### src/rtl/pipeline_hazard_ctrl.sv
// Hazard controller for the scalar/vector pipeline: stage enables, flushes, vector
// multi-cycle EX stall and saturating stall/flush counters. State moves on negedge clk.
module pipeline_hazard_ctrl #(
    parameter int unsigned VEC_LAT = 3
) (
    input  logic        clk,
    input  logic        rst,
    input  logic [3:0]  id_rs1,
    input  logic [3:0]  id_rs2,
    input  logic [3:0]  id_rs3,
    input  logic [2:0]  id_rs_used,
    input  logic [3:0]  ex_rd,
    input  logic        ex_mem_to_reg,
    input  logic        ex_reg_s_write,
    input  logic        ex_reg_v_write,
    input  logic        ex_vector_op,
    input  logic        branch_taken,
    input  logic        mem_stall,
    output logic        pc_en,
    output logic        if_id_en,
    output logic        id_ex_en,
    output logic        ex_mem_en,
    output logic        mem_wb_en,
    output logic        if_id_flush,
    output logic        id_ex_flush,
    output logic        ex_mem_bubble,
    output logic        vec_busy,
    output logic [15:0] stall_cnt,
    output logic [15:0] flush_cnt
);

    typedef enum logic {RUN, VBUSY} state_t;

    localparam logic [3:0] VLAT_M1   = 4'(VEC_LAT - 1);
    localparam bit         VEC_MULTI = (VEC_LAT > 1);

    state_t      state_q, state_d;
    logic [3:0]  vcnt_q, vcnt_d;
    logic [15:0] stall_cnt_q, flush_cnt_q;
    logic        stall_inc, flush_inc;
    logic        load_use;

    assign load_use = ex_mem_to_reg & (ex_reg_s_write | ex_reg_v_write) &
                      ((id_rs_used[0] & (id_rs1 == ex_rd)) |
                       (id_rs_used[1] & (id_rs2 == ex_rd)) |
                       (id_rs_used[2] & (id_rs3 == ex_rd)));

    always_comb begin
        pc_en         = 1'b1;
        if_id_en      = 1'b1;
        id_ex_en      = 1'b1;
        ex_mem_en     = 1'b1;
        mem_wb_en     = 1'b1;
        if_id_flush   = 1'b0;
        id_ex_flush   = 1'b0;
        ex_mem_bubble = 1'b0;
        state_d       = state_q;
        vcnt_d        = vcnt_q;
        stall_inc     = 1'b0;
        flush_inc     = 1'b0;
        if (!rst || mem_stall) begin
            pc_en     = 1'b0;
            if_id_en  = 1'b0;
            id_ex_en  = 1'b0;
            ex_mem_en = 1'b0;
            mem_wb_en = 1'b0;
            stall_inc = rst;
        end else if (state_q == VBUSY) begin
            // Branch and load-use are ignored: the vector op owns EX until it drains.
            if (vcnt_q > 4'd1) begin
                pc_en         = 1'b0;
                if_id_en      = 1'b0;
                id_ex_en      = 1'b0;
                ex_mem_bubble = 1'b1;
                vcnt_d        = vcnt_q - 4'd1;
                stall_inc     = 1'b1;
            end else begin
                state_d = RUN;
                vcnt_d  = 4'd0;
            end
        end else if (branch_taken) begin
            if_id_flush = 1'b1;
            id_ex_flush = 1'b1;
            flush_inc   = 1'b1;
        end else if (ex_vector_op && VEC_MULTI) begin
            // Also covers a concurrent load-use: the vector stall outlasts it.
            pc_en         = 1'b0;
            if_id_en      = 1'b0;
            id_ex_en      = 1'b0;
            ex_mem_bubble = 1'b1;
            state_d       = VBUSY;
            vcnt_d        = VLAT_M1;
            stall_inc     = 1'b1;
        end else if (load_use) begin
            pc_en       = 1'b0;
            if_id_en    = 1'b0;
            id_ex_flush = 1'b1;
            stall_inc   = 1'b1;
        end
    end

    always_ff @(negedge clk) begin
        if (!rst) begin
            state_q     <= RUN;
            vcnt_q      <= 4'd0;
            stall_cnt_q <= 16'd0;
            flush_cnt_q <= 16'd0;
        end else begin
            state_q <= state_d;
            vcnt_q  <= vcnt_d;
            if (stall_inc && stall_cnt_q != 16'hFFFF) stall_cnt_q <= stall_cnt_q + 16'd1;
            if (flush_inc && flush_cnt_q != 16'hFFFF) flush_cnt_q <= flush_cnt_q + 16'd1;
        end
    end

    assign vec_busy  = rst & (state_q == VBUSY);
    assign stall_cnt = stall_cnt_q;
    assign flush_cnt = flush_cnt_q;

endmodule

### config.mk
export PLATFORM = sky130hd
export DESIGN_NAME = pipeline_hazard_ctrl
export DESIGN_NICKNAME = d
export VERILOG_FILES = /design/src/rtl/pipeline_hazard_ctrl.sv
export SDC_FILE = /design/constraint.sdc
export NUM_CORES = 1
export LEC_CHECK = 0
export ABC_AREA = 1
export BUFFER_PORTS_ARGS = -buffer_cell sky130_fd_sc_hd__buf_2
export CORE_UTILIZATION = 50
export CTS_BUF_LIST = sky130_fd_sc_hd__clkbuf_16
export DETAILED_ROUTE_END_ITERATION = 8
export PLACE_DENSITY = 0.77
export SYNTH_ARGS = -nofsm -noshare
export SYNTH_HDL_FRONTEND = slang
export SYNTH_SLANG_ARGS = --single-unit
### constraint.sdc
create_clock -name clk -period 2.6 [get_ports clk]
set_input_delay 0.39 -clock clk [delete_from_list [all_inputs] [get_ports clk]]
set_output_delay 0.39 -clock clk [all_outputs]
set_load 0.1 [all_outputs]
==> reports/summary.txt, run 1 <==
Status: did not finish
Stage reached: 5_1_grt
Stop err: [ERROR DPL-0038] Utilization greater than 100%, impossible to legalize
Clock sink count: 37
Post-Syn Instances: 379
Clock buffer depth: 2
Row Count: 25
Placed inst area: 3780 µm²
Htree depth: 2
Post-Syn Nets: 410
I/O pin total: 68
Die width: 72.00 µm
CTS hold repair buffers: 0
Height of the die: 72.00 µm
Largest net degree at the start of global routing: 26
Buffers on Ports: 67
Sequential-to-total area share from yosys stat: 30.23%
WEP type: primary output
Total CTS buffers: 5
Yosys warns: 0
Post-Syn Area per Cell: 6.464 µm²
Dpl hpwl: 5.138 mm
Yosys reg bits: 37
GPL Wtd Cong: 0.8633
Worst_ep grt: pc_en
Synthesized cell area: 2450 µm²
Initial core utilization: 51.87%
Synth cell types: 34
Root buffer cell: clkbuf_16
==> metrics by stage <==
step	setup WS, ns	setup TNS [ns]	std cells
CTS	-0.9220	-6.617	597
detailed placement	-0.6470	-13.77	530
global placement	-0.5535	-11.97	530
floorplan	-1.219	-27.72	379
==> synth_stat cells <==
| cell | instances | share of area [%] |
|---|---|---|
| a21oi_1 | 20 | 4.1 |
| a31oi_1 | 1 | 0.26 |
| and3_1 | 2 | 0.51 |
| buf_2 | 1 | 0.20 |
| buf_4 | 4 | 1.2 |
| buf_6 | 1 | 0.46 |
| buf_8 | 1 | 0.61 |
| clkbuf_1 | 2 | 0.31 |
| dfxtp_1 | 37 | 30 |
| ha_1 | 4 | 2.0 |
| inv_1 | 53 | 8.1 |
| inv_2 | 4 | 0.61 |
| inv_4 | 1 | 0.26 |
| nand2_1 | 89 | 14 |
| nand2_2 | 3 | 0.77 |
| nand2_4 | 1 | 0.46 |
| nand2_8 | 1 | 0.82 |
| nand3_1 | 33 | 6.7 |
| nand3_2 | 2 | 0.82 |
| nand4_1 | 3 | 0.77 |
| nand4_4 | 1 | 0.87 |
| nor2_1 | 53 | 8.1 |
| nor2_2 | 5 | 1.3 |
| nor2_4 | 4 | 1.8 |
| nor3_1 | 12 | 2.5 |
| nor3_4 | 1 | 0.66 |
| nor4_1 | 3 | 0.77 |
| o21a_1 | 1 | 0.31 |
| o21ai_0 | 12 | 2.5 |
| o21ai_1 | 3 | 0.61 |
| o21ai_4 | 1 | 0.66 |
| o21bai_1 | 2 | 0.61 |
| xnor2_1 | 8 | 2.9 |
| xor2_1 | 10 | 3.6 |
==> what timing repair did <==
action                     4_1_cts
buffers inserted                20
hold endpoints to repair         0
setup endpoints to repair       48
resized for setup               60
pin swaps                       13
cloned                           3
==> kinds of logic after synthesis <==
group / share of synthesized area (%)
buffers and inverters: 11.80
xor gates and xnor gates: 6.435
DFF: 30.23
and+or+nand+nor: 40.50
AOI/OAI and AO/OA: 8.989
adders and majority gates: 2.043
==> run 2, diff against run 1 <==
- CORE_UTILIZATION: 50 -> 35
- CTS_BUF_LIST: sky130_fd_sc_hd__clkbuf_16 -> unset
- PLACE_DENSITY: 0.77 -> unset
- PLACE_DENSITY_LB_ADDON: unset -> 0.15
==> reports/summary.txt, run 2 <==
Status: finished with violations (was did not finish)
Failing checks: negative setup slack
Buffers on Ports: 67 (unchanged)
Total CTS buffers: 5 (unchanged)
Critical setup path kind: reg -> out
Startpoint Class: register
Post-Syn Instances: 379 (unchanged)
Hold Crit Class: reg -> reg
Yosys reg bits: 37 (unchanged)
Share of post-route cells with drive strength above 1: 45.54%
Final Cell Area: 4606 µm²
GPL Wtd Cong: 0.8331 (was 0.8633)
Most common cell in the synthesized netlist: nand2_1 (unchanged)
RR Endpoint: flush_cnt[0]
Grt ovf: 0
Min-Delay Endpoint: flush_cnt[14]
Vias per cell: 4.662
ANT cells: 0
CP peak stage delay: 0.31 ns
Die width: 85.67 µm (was 72.00 µm)
Hold path depth: 2
Core ar.: 6794 µm²
Height of the die: 85.67 µm (was 72.00 µm)
I/O pin total: 68 (unchanged)
Largest family of logic cells by synthesized area: simple AND/OR/NAND/NOR gates (unchanged)
Post-synthesis adder-cell area fraction: 2.043% (unchanged)
R2R cell count: 10
CP Max Fanout: 3
Commonest non-fill, non-tap cell in the layout: inv_1
Final wirelength: 7.273 mm
Simple-gate area share of the yosys netlist: 40.50% (unchanged)
Commonest cells after routing, fill and taps aside: 79 x inv_1, 76 x nand2_1, 64 x buf_4, 45 x nor2_1, 40 x buf_12
Dpl hpwl: 4.788 mm (was 5.138 mm)
Met1 Usage GRT: 21.71%
Wire per inst: 11.28 µm
CP Cell Sequence: inv_2 > ha_4 > o21ai_2 > nand2_1 > inv_2 > nor2_4 > nor2_4 > nor2_4 > nand2_4 > nor2_4 > buf_12
Row Count: 30 (was 25)
Initial core utilization: 36.06% (was 51.87%)
Clock sink count: 37 (unchanged)
Hold Crit Start: flush_cnt[14]
Synth cell count leaders: 89 x nand2_1, 53 x inv_1, 53 x nor2_1 (unchanged)
Main synth FF type: dfxtp_1 (unchanged)
Initial antenna violation count: 0
Fraction of registers with async set/reset: 0% (unchanged)
CTS hold repair buffers: 0 (unchanged)
Synth cell types: 34 (unchanged)
Post-Synth XOR/XNOR Area: 6.435% (unchanged)
Die area: 7338 µm²
Drt pass-1 iters: 4
Hold Violations, Final: 0
Yosys warns: 0 (unchanged)
CP delay by family, top: simple AND/OR/NAND/NOR gates
Setup tns final: -6.023 ns
Final worst slack: -0.9102 ns
Compound-cell area share of the yosys netlist: 8.989% (unchanged)
Synth top area share: 30.23% (unchanged)
Max IR drop VDD: 0.2231 mV
Post-synth EDFFs: 0 (unchanged)
Max-slew violation count: 0
CP Capture Type: primary output
FF-to-FF setup slack: 0.64 ns
Critical Path RT: 2.21 ns
Gr busiest metal: met2
GRT met3 Usage: 5.582%
P_leak: 0.002097 µW
Crit path buf inv count: 3
Final setup violation count: 21
Worst path slowest cell: dfxtp_2
Final #Nets: 580
FF-to-FF Start: flush_cnt[0]
Total Routing Usage GR: 19.79%
Cell Pwr Density: 402.1 nW/µm²
Worst-Skew Late Latency: 0.36 ns
Root buffer cell: clkbuf_8 (was clkbuf_16)
Worst EP arrival: 3.12 ns
Post-Syn Area per Cell: 6.464 µm² (unchanged)
CTS tree: built
Post-synthesis mux area share: 0% (unchanged)
Vias in the first global route: 2,886
DR iter-0 viols: 97
Max-cap viol count: 0
Unrepaired setup endpoints after global routing: true
Htree depth: 2 (unchanged)
Worst clock skew: 0.01932 ns
First-pass GRT wire length: 11.75 mm
Clock buffer depth: 2 (unchanged)
Critical Path Most Common Cell: nor2_4
Post-synth top area cell: dfxtp_1 (unchanged)
# DRC: 0
Post-Syn Nets: 410 (unchanged)
Layout Area Growth over Synthesis: 88.00%
Largest net degree at the start of global routing: 26
Synthesized cell area: 2450 µm² (unchanged)
DR vias: 3,007
Worst Tran Pin Value: 0.4852 ns
Synth area leaders: dfxtp_1 30%, nand2_1 14%, inv_1 8.1% (unchanged)
Sequential-to-total area share from yosys stat: 30.23% (unchanged)
Placed inst area: 3811 µm² (was 3780 µm²)
Global Route met2 Usage: 35.20%
Routed Antenna Nets: 0
Max_slew headroom: 67.88%
Clk slew on worst S/H paths: 0.04 ns
==> run 2: cell counts after synthesis <==
No cell type changed its count.
==> run 2: cells by family after synthesis <==
group / after synthesis
flip-flops: 37
XOR/XNOR: 18
AND/OR/NAND/NOR: 213
adder cells (fa/ha/maj): 4
AO/OA/AOI/OAI: 40
buffers and inverters: 67
==> run 2: final cells by class <==
class,count,area (µm²)
Fill cell,541,2188
Multi-Input combinational cell,276,1639
Timing Repair Buffer,135,1500
Sequential cell,37,867.1
Inverter,57,257.7
Clock inverter,39,152.6
Tap cell,96,120.1
Clock buffer,5,68.82
==> run 2: worst reg2reg max path, cell delays in order (launching register included) <==
cell and delay [ns]:
dfxtp_4 0.34, buf_4 0.13, ha_1 0.22, nand3_1 0.21, nor2_1 0.15, inv_1 0.07
o21ai_4 0.22, inv_2 0.08, buf_4 0.16, o21ai_0 0.21, a21oi_2 0.04
==> run 2: metal layers <==
metal	wire [µm]	up-vias
met5	0	-
met4	127	0
met3	339	12
met2	3922	76
met1	2883	1374
li1	-	1545
==> run 2: timing repair <==
action | in CTS | in global routing
pin swaps | 10 | 12
cloned | 0 | 1
endpoints found under the setup margin | 53 | 51
gates resized for setup | 49 | 35
buffers inserted | 24 | 19
endpoints found under the hold margin | 0 | 0
==> run 2: through the flow <==
| step | utilization, % | instances | hold WS (ns) | total power (µW) | setup slack (ns) |
|---|---|---|---|---|---|
| floorplan | - | 379 | 0.4582 | 1071 | -1.219 |
| global placement | 56.10 | 560 | 0.4734 | 1249 | -0.5418 |
| detailed placement | 56.10 | 560 | 0.4824 | 1257 | -0.5928 |
| CTS | 63.78 | 625 | 0.4686 | 1827 | -0.8983 |
| global route | 67.79 | 645 | 0.5489 | 1979 | -0.9810 |
| finish | 67.79 | 645 | 0.5151 | 1852 | -0.9102 |
==> run 2: worst max path at each step <==
stage | slack [ns] | to | startpoint | depth (start not counted)
2_1_floorplan | -1.22 | flush_cnt[8] | rst | 10
3_3_place_gp | -0.54 | pc_en | vcnt_q[1] | 11
3_5_place_dp | -0.59 | if_id_en | vcnt_q[1] | 11
4_1_cts | -0.90 | if_id_en | vcnt_q[1] | 11
5_1_grt | -0.98 | if_id_en | vcnt_q[0] | 11
6_report | -0.91 | if_id_en | vcnt_q[1] | 11
==> run 2: power breakdown <==
part / leakage, µW / internal (µW) / switching (µW)
logic: 0.00153 / 253 / 378
clock network: 0.000237 / 257 / 366
registers: 0.000327 / 573 / 24.6
No activity file was read; power rests on OpenSTA's default activity.
==> run 3, diff against run 2 <==
- SKIP_CTS_REPAIR_TIMING: unset -> 1
==> reports/summary.txt, run 3 (synthesis gave the netlist of run 2 again) <==
DR vias: 2,999 (was 3,007)
Hold Crit Class: reg -> reg (unchanged)
Fin util: 68.80% (was 67.79%)
Total Routing Usage GR: 18.18% (was 19.79%)
Htree depth: 2 (unchanged)
Hold Violations, Final: 0 (unchanged)
DP Cell Count: 560 (unchanged)
Clock sink count: 37 (unchanged)
Total CTS buffers: 5 (unchanged)
Root buffer cell: clkbuf_8 (unchanged)
Die width: 85.67 µm (unchanged)
Commonest cells after routing, fill and taps aside: 77 x inv_1, 73 x nand2_1, 63 x buf_4, 44 x nor2_1, 39 x buf_12 (was 79 x inv_1, 76 x nand2_1, 64 x buf_4, 45 x nor2_1, 40 x buf_12)
Vias in the first global route: 2,692 (was 2,886)
# DRC: 0 (unchanged)
Status: finished with violations (unchanged)
Share of post-route cells with drive strength above 1: 47.01% (was 45.54%)
Worst Tran Pin Value: 0.4885 ns (was 0.4852 ns)
Commonest non-fill, non-tap cell in the layout: inv_1 (unchanged)
Worst-Skew Late Latency: 0.37 ns (was 0.36 ns)
Unrepaired setup endpoints after global routing: true (unchanged)
Clk slew on worst S/H paths: 0.04 ns (about the same)
Max IR drop VDD: 0.2008 mV (was 0.2231 mV)
Buffers on Ports: 67 (unchanged)
First-pass GRT wire length: 10.87 mm (was 11.75 mm)
Layout filler cell count: 528 (was 541)
Initial core utilization: 36.06% (unchanged)
Max-slew violation count: 0 (unchanged)
GPL Wtd Cong: 0.8331 (unchanged)
Height of the die: 85.67 µm (unchanged)
Final setup violation count: 25 (was 21)
Grt ovf: 0 (unchanged)
ANT cells: 0 (unchanged)
CTS tree: built (unchanged)
Non-filler cells, final: 647 (was 645)
Wire per inst: 11.36 µm (was 11.28 µm)
Clock buffer depth: 2 (unchanged)
CP Max Fanout: 3 (unchanged)
Area of the multi-input gates: 1667 µm² (was 1639 µm²)
Initial antenna violation count: 0 (unchanged)
DR iter-0 viols: 96 (was 97)
Routed Antenna Nets: 0 (unchanged)
Row Count: 30 (unchanged)
Dpl hpwl: 4.788 mm (unchanged)
Setup tns final: -10.49 ns (was -6.023 ns)
Post-place setup slack: -0.5928 ns (unchanged)
Vias per cell: 4.635 (was 4.662)
Final #Nets: 582 (was 580)
CP Capture Type: primary output (unchanged)
P_leak: 0.002131 µW (was 0.002097 µW)
Drt pass-1 iters: 6 (was 4)
Final worst slack: -0.8870 ns (was -0.9102 ns)
Largest net degree at the start of global routing: 26 (unchanged)
Max_slew headroom: 67.66% (was 67.88%)
Layout Area Growth over Synthesis: 90.81% (was 88.00%)
Worst clock skew: 0.03269 ns (was 0.01932 ns)
Core ar.: 6794 µm² (unchanged)
Flip-flop and latch area: 867.1 µm² (unchanged)
Startpoint Class: register (unchanged)
Critical setup path kind: reg -> out (unchanged)
Die area: 7338 µm² (unchanged)
Worst EP arrival: 3.10 ns (was 3.12 ns)
Final wirelength: 7.353 mm (was 7.273 mm)
Cell Pwr Density: 402.9 nW/µm² (was 402.1 nW/µm²)
Final Cell Area: 4674 µm² (was 4606 µm²)
I/O pin total: 68 (unchanged)
Critical Path RT: 2.21 ns (about the same)
Failing checks: negative setup slack (unchanged)
Placed inst area: 3811 µm² (unchanged)
Max-cap viol count: 0 (unchanged)
## run 3: path summary, 6_finish.rpt
check / end / slack, ns / cells past startpoint / start
min reg2reg: vcnt_q[1] / 0.51 / 1 / state_q
max: if_id_en / -0.89 / 11 / vcnt_q[1]
max reg2reg: stall_cnt[5] / 0.41 / 19 / vcnt_q[1]
min: vcnt_q[1] / 0.51 / 1 / state_q
## run 3: cell type report
type | instances | area share (%)
timing repair buffer | 137 | 32.98
clock inverter | 39 | 3.266
tap | 96 | 2.570
sequential | 37 | 18.55
multi-input combinational | 276 | 35.65
inverter | 57 | 5.514
clock buffer | 5 | 1.472
## run 3: critical path, stage by stage, from the launching register on
cell     delay [ns]
dfxtp_2        0.31
inv_2          0.09
ha_4           0.15
o21ai_2        0.05
nand2_1        0.07
inv_2          0.05
nor2_4         0.13
nor2_4         0.05
nor2_4         0.10
nand2_4        0.08
nor2_4         0.16
buf_12         0.20
## run 3: metal layers
metal / part of all wire [%] / wire [µm] / GRT usage [%] / vias to the layer above
met3: 3.6 / 264 / 5.294 / 11
met4: 1.0 / 76 / 8.182 / 0
met2: 54 / 3974 / 31.42 / 58
met5: 0 / 0 / 0 / -
met1: 41 / 3037 / 20.78 / 1383
li1: - / - / - / 1547
## run 3: per-stage QoR
stage | total power, µW | hold slack [ns]
after global routing | 2007 | 0.5386
after global placement | 1249 | 0.4734
after floorplan | 1071 | 0.4582
after CTS | 1807 | 0.4869
after detailed placement | 1257 | 0.4824
final | 1883 | 0.5101
## run 3: power by group
group          internal [µW]  leakage (µW)  total (µW)  switching (µW)
Combinational            269       0.00157         653             384
Sequential               573      0.000327         601            28.3
Clock                    258      0.000237         629             371
==> run 4, diff against run 3 <==
- CORE_MARGIN: unset -> 5
==> reports/summary.txt, run 4 (synthesis gave the netlist of run 2 again) <==
First-pass GRT wire length: 11.15 mm (was 10.87 mm)
Root buffer cell: clkbuf_8 (unchanged)
Final #Nets: 581 (was 582)
Vias per cell: 4.597 (was 4.635)
Hold Crit Class: reg -> reg (unchanged)
Vias in the first global route: 2,693 (was 2,692)
Final Cell Area: 4636 µm² (was 4674 µm²)
Clock sink count: 37 (unchanged)
ANT cells: 0 (unchanged)
CP peak stage delay: 0.35 ns (was 0.31 ns)
Unrepaired setup endpoints after global routing: true (unchanged)
Hold Violations, Final: 0 (unchanged)
Initial antenna violation count: 0 (unchanged)
Worst Hold Margin: 0.4974 ns (was 0.5101 ns)
Worst path slowest cell: dfxtp_4 (was dfxtp_2)
Total Routing Usage GR: 15.62% (was 18.18%)
Total chip power: 1962 µW (was 1883 µW)
Clock buffer depth: 2 (unchanged)
Placed inst area: 3811 µm² (unchanged)
Critical setup path kind: reg -> out (unchanged)
Layout Area Growth over Synthesis: 89.22% (was 90.81%)
Commonest cells after routing, fill and taps aside: 79 x nand2_1, 78 x inv_1, 67 x buf_4, 44 x nor2_1, 40 x buf_12 (was 77 x inv_1, 73 x nand2_1, 63 x buf_4, 44 x nor2_1, 39 x buf_12)
P_leak: 0.002114 µW (was 0.002131 µW)
CP Cell Sequence: inv_4 > ha_4 > o21ai_2 > nand2_1 > inv_2 > nor2_4 > nor2_2 > nor2_2 > nand2_4 > nor2_4 > buf_12 (was inv_2 > ha_4 > o21ai_2 > nand2_1 > inv_2 > nor2_4 > nor2_4 > nor2_4 > nand2_4 > nor2_4 > buf_12)
CP Max Fanout: 3 (unchanged)
Initial core utilization: 36.06% (unchanged)
Drt pass-1 iters: 4 (was 6)
Routed Antenna Nets: 0 (unchanged)
Cell Pwr Density: 423.2 nW/µm² (was 402.9 nW/µm²)
Final worst slack: -0.8830 ns (was -0.8870 ns)
Die area: 8773 µm² (was 7338 µm²)
Clk slew on worst S/H paths: 0.04 ns (about the same)
Final setup violation count: 25 (unchanged)
Startpoint Class: register (unchanged)
Commonest non-fill, non-tap cell in the layout: nand2_1 (was inv_1)
Failing checks: negative setup slack (unchanged)
Buffers on Ports: 67 (unchanged)
Status: finished with violations (unchanged)
Max IR drop VDD: 0.2752 mV (was 0.2008 mV)
Htree depth: 2 (unchanged)
Layout filler cell count: 560 (was 528)
CP Capture Type: primary output (unchanged)
Largest net degree at the start of global routing: 26 (unchanged)
GPL Wtd Cong: 0.8544 (was 0.8331)
Dpl hpwl: 4.990 mm (was 4.788 mm)
Max-cap viol count: 0 (unchanged)
Grt ovf: 0 (unchanged)
CTS tree: built (unchanged)
Worst Tran Pin Value: 0.4846 ns (was 0.4885 ns)
Max_slew headroom: 67.92% (was 67.66%)
Crit path buf inv count: 3 (unchanged)
Height of the die: 93.67 µm (was 85.67 µm)
Total CTS buffers: 5 (unchanged)
Max-slew violation count: 0 (unchanged)
CP delay by family, top: simple AND/OR/NAND/NOR gates (unchanged)
Critical Path RT: 2.21 ns (about the same)
Row Count: 30 (unchanged)
Worst EP arrival: 3.09 ns (was 3.10 ns)
Core ar.: 6794 µm² (unchanged)
I/O pin total: 68 (unchanged)
# DRC: 0 (unchanged)
Wire per inst: 11.18 µm (was 11.36 µm)
Die width: 93.67 µm (was 85.67 µm)
Worst clock skew: 0.02351 ns (was 0.03269 ns)
Final wirelength: 7.236 mm (was 7.353 mm)
Post-place setup slack: -0.5883 ns (was -0.5928 ns)
DR vias: 2,974 (was 2,999)
DR iter-0 viols: 75 (was 96)
Share of post-route cells with drive strength above 1: 46.28% (was 47.01%)
Worst-Skew Late Latency: 0.37 ns (about the same)
-- run 4: cell types whose count changed in the layout (fill, tap and decap cells not counted), sizes merged --
| cell | delta |
|---|---|
| buf | +1 |
| bufinv | +1 |
| clkbuf | -2 |
| clkinv | -1 |
| inv | +1 |
-- run 4: tightest hold or removal path, delay by kind of cell (launching register included) --
kind / cells / cell delay [ns]
AND/OR/NAND/NOR: 2 / 0.11
flip-flops: 1 / 0.35
-- run 4: layer usage --
metal / routed length, µm / global-route usage, %
met1: 3081 / 17.20
met2: 3728 / 26.92
met3: 334 / 5.369
met4: 91 / 7.220
met5: 0 / 0
-- run 4: report_power, final --
group	internal (µW)	total, µW	switching [µW]
Combinational	250	617	367
Sequential	573	602	29.1
Clock	362	743	381
Total	1180	1960	777
-- run 4: metrics by stage --
step,std cells,utilization [%],setup TNS [ns]
floorplan,379,-,-27.72
global placement,560,56.10,-13.34
detailed placement,560,56.10,-13.97
CTS,604,59.74,-8.067
global route,647,68.23,-8.153
finish,647,68.23,-5.288
-- run 4: final timing paths --
path	startpoint	endpoint	slack, ns	cells after the start
worst max-delay path	vcnt_q[0]	if_id_en	-0.88	11
worst min-delay path	stall_cnt[1]	stall_cnt[1]	0.50	2
worst max register to register	flush_cnt[0]	flush_cnt[0]	0.74	10
worst min register to register	stall_cnt[1]	stall_cnt[1]	0.50	2
-- run 4: layout make-up --
class	instances	area [µm²]	area share [%]
repair buffers	136	1499	32.33
inverters	57	257.7	5.560
multi-input cells	276	1640	35.38
clock buffers	5	68.82	1.484
clock inverters	40	182.7	3.941
flip-flops and latches	37	867.1	18.70
well taps	96	120.1	2.591
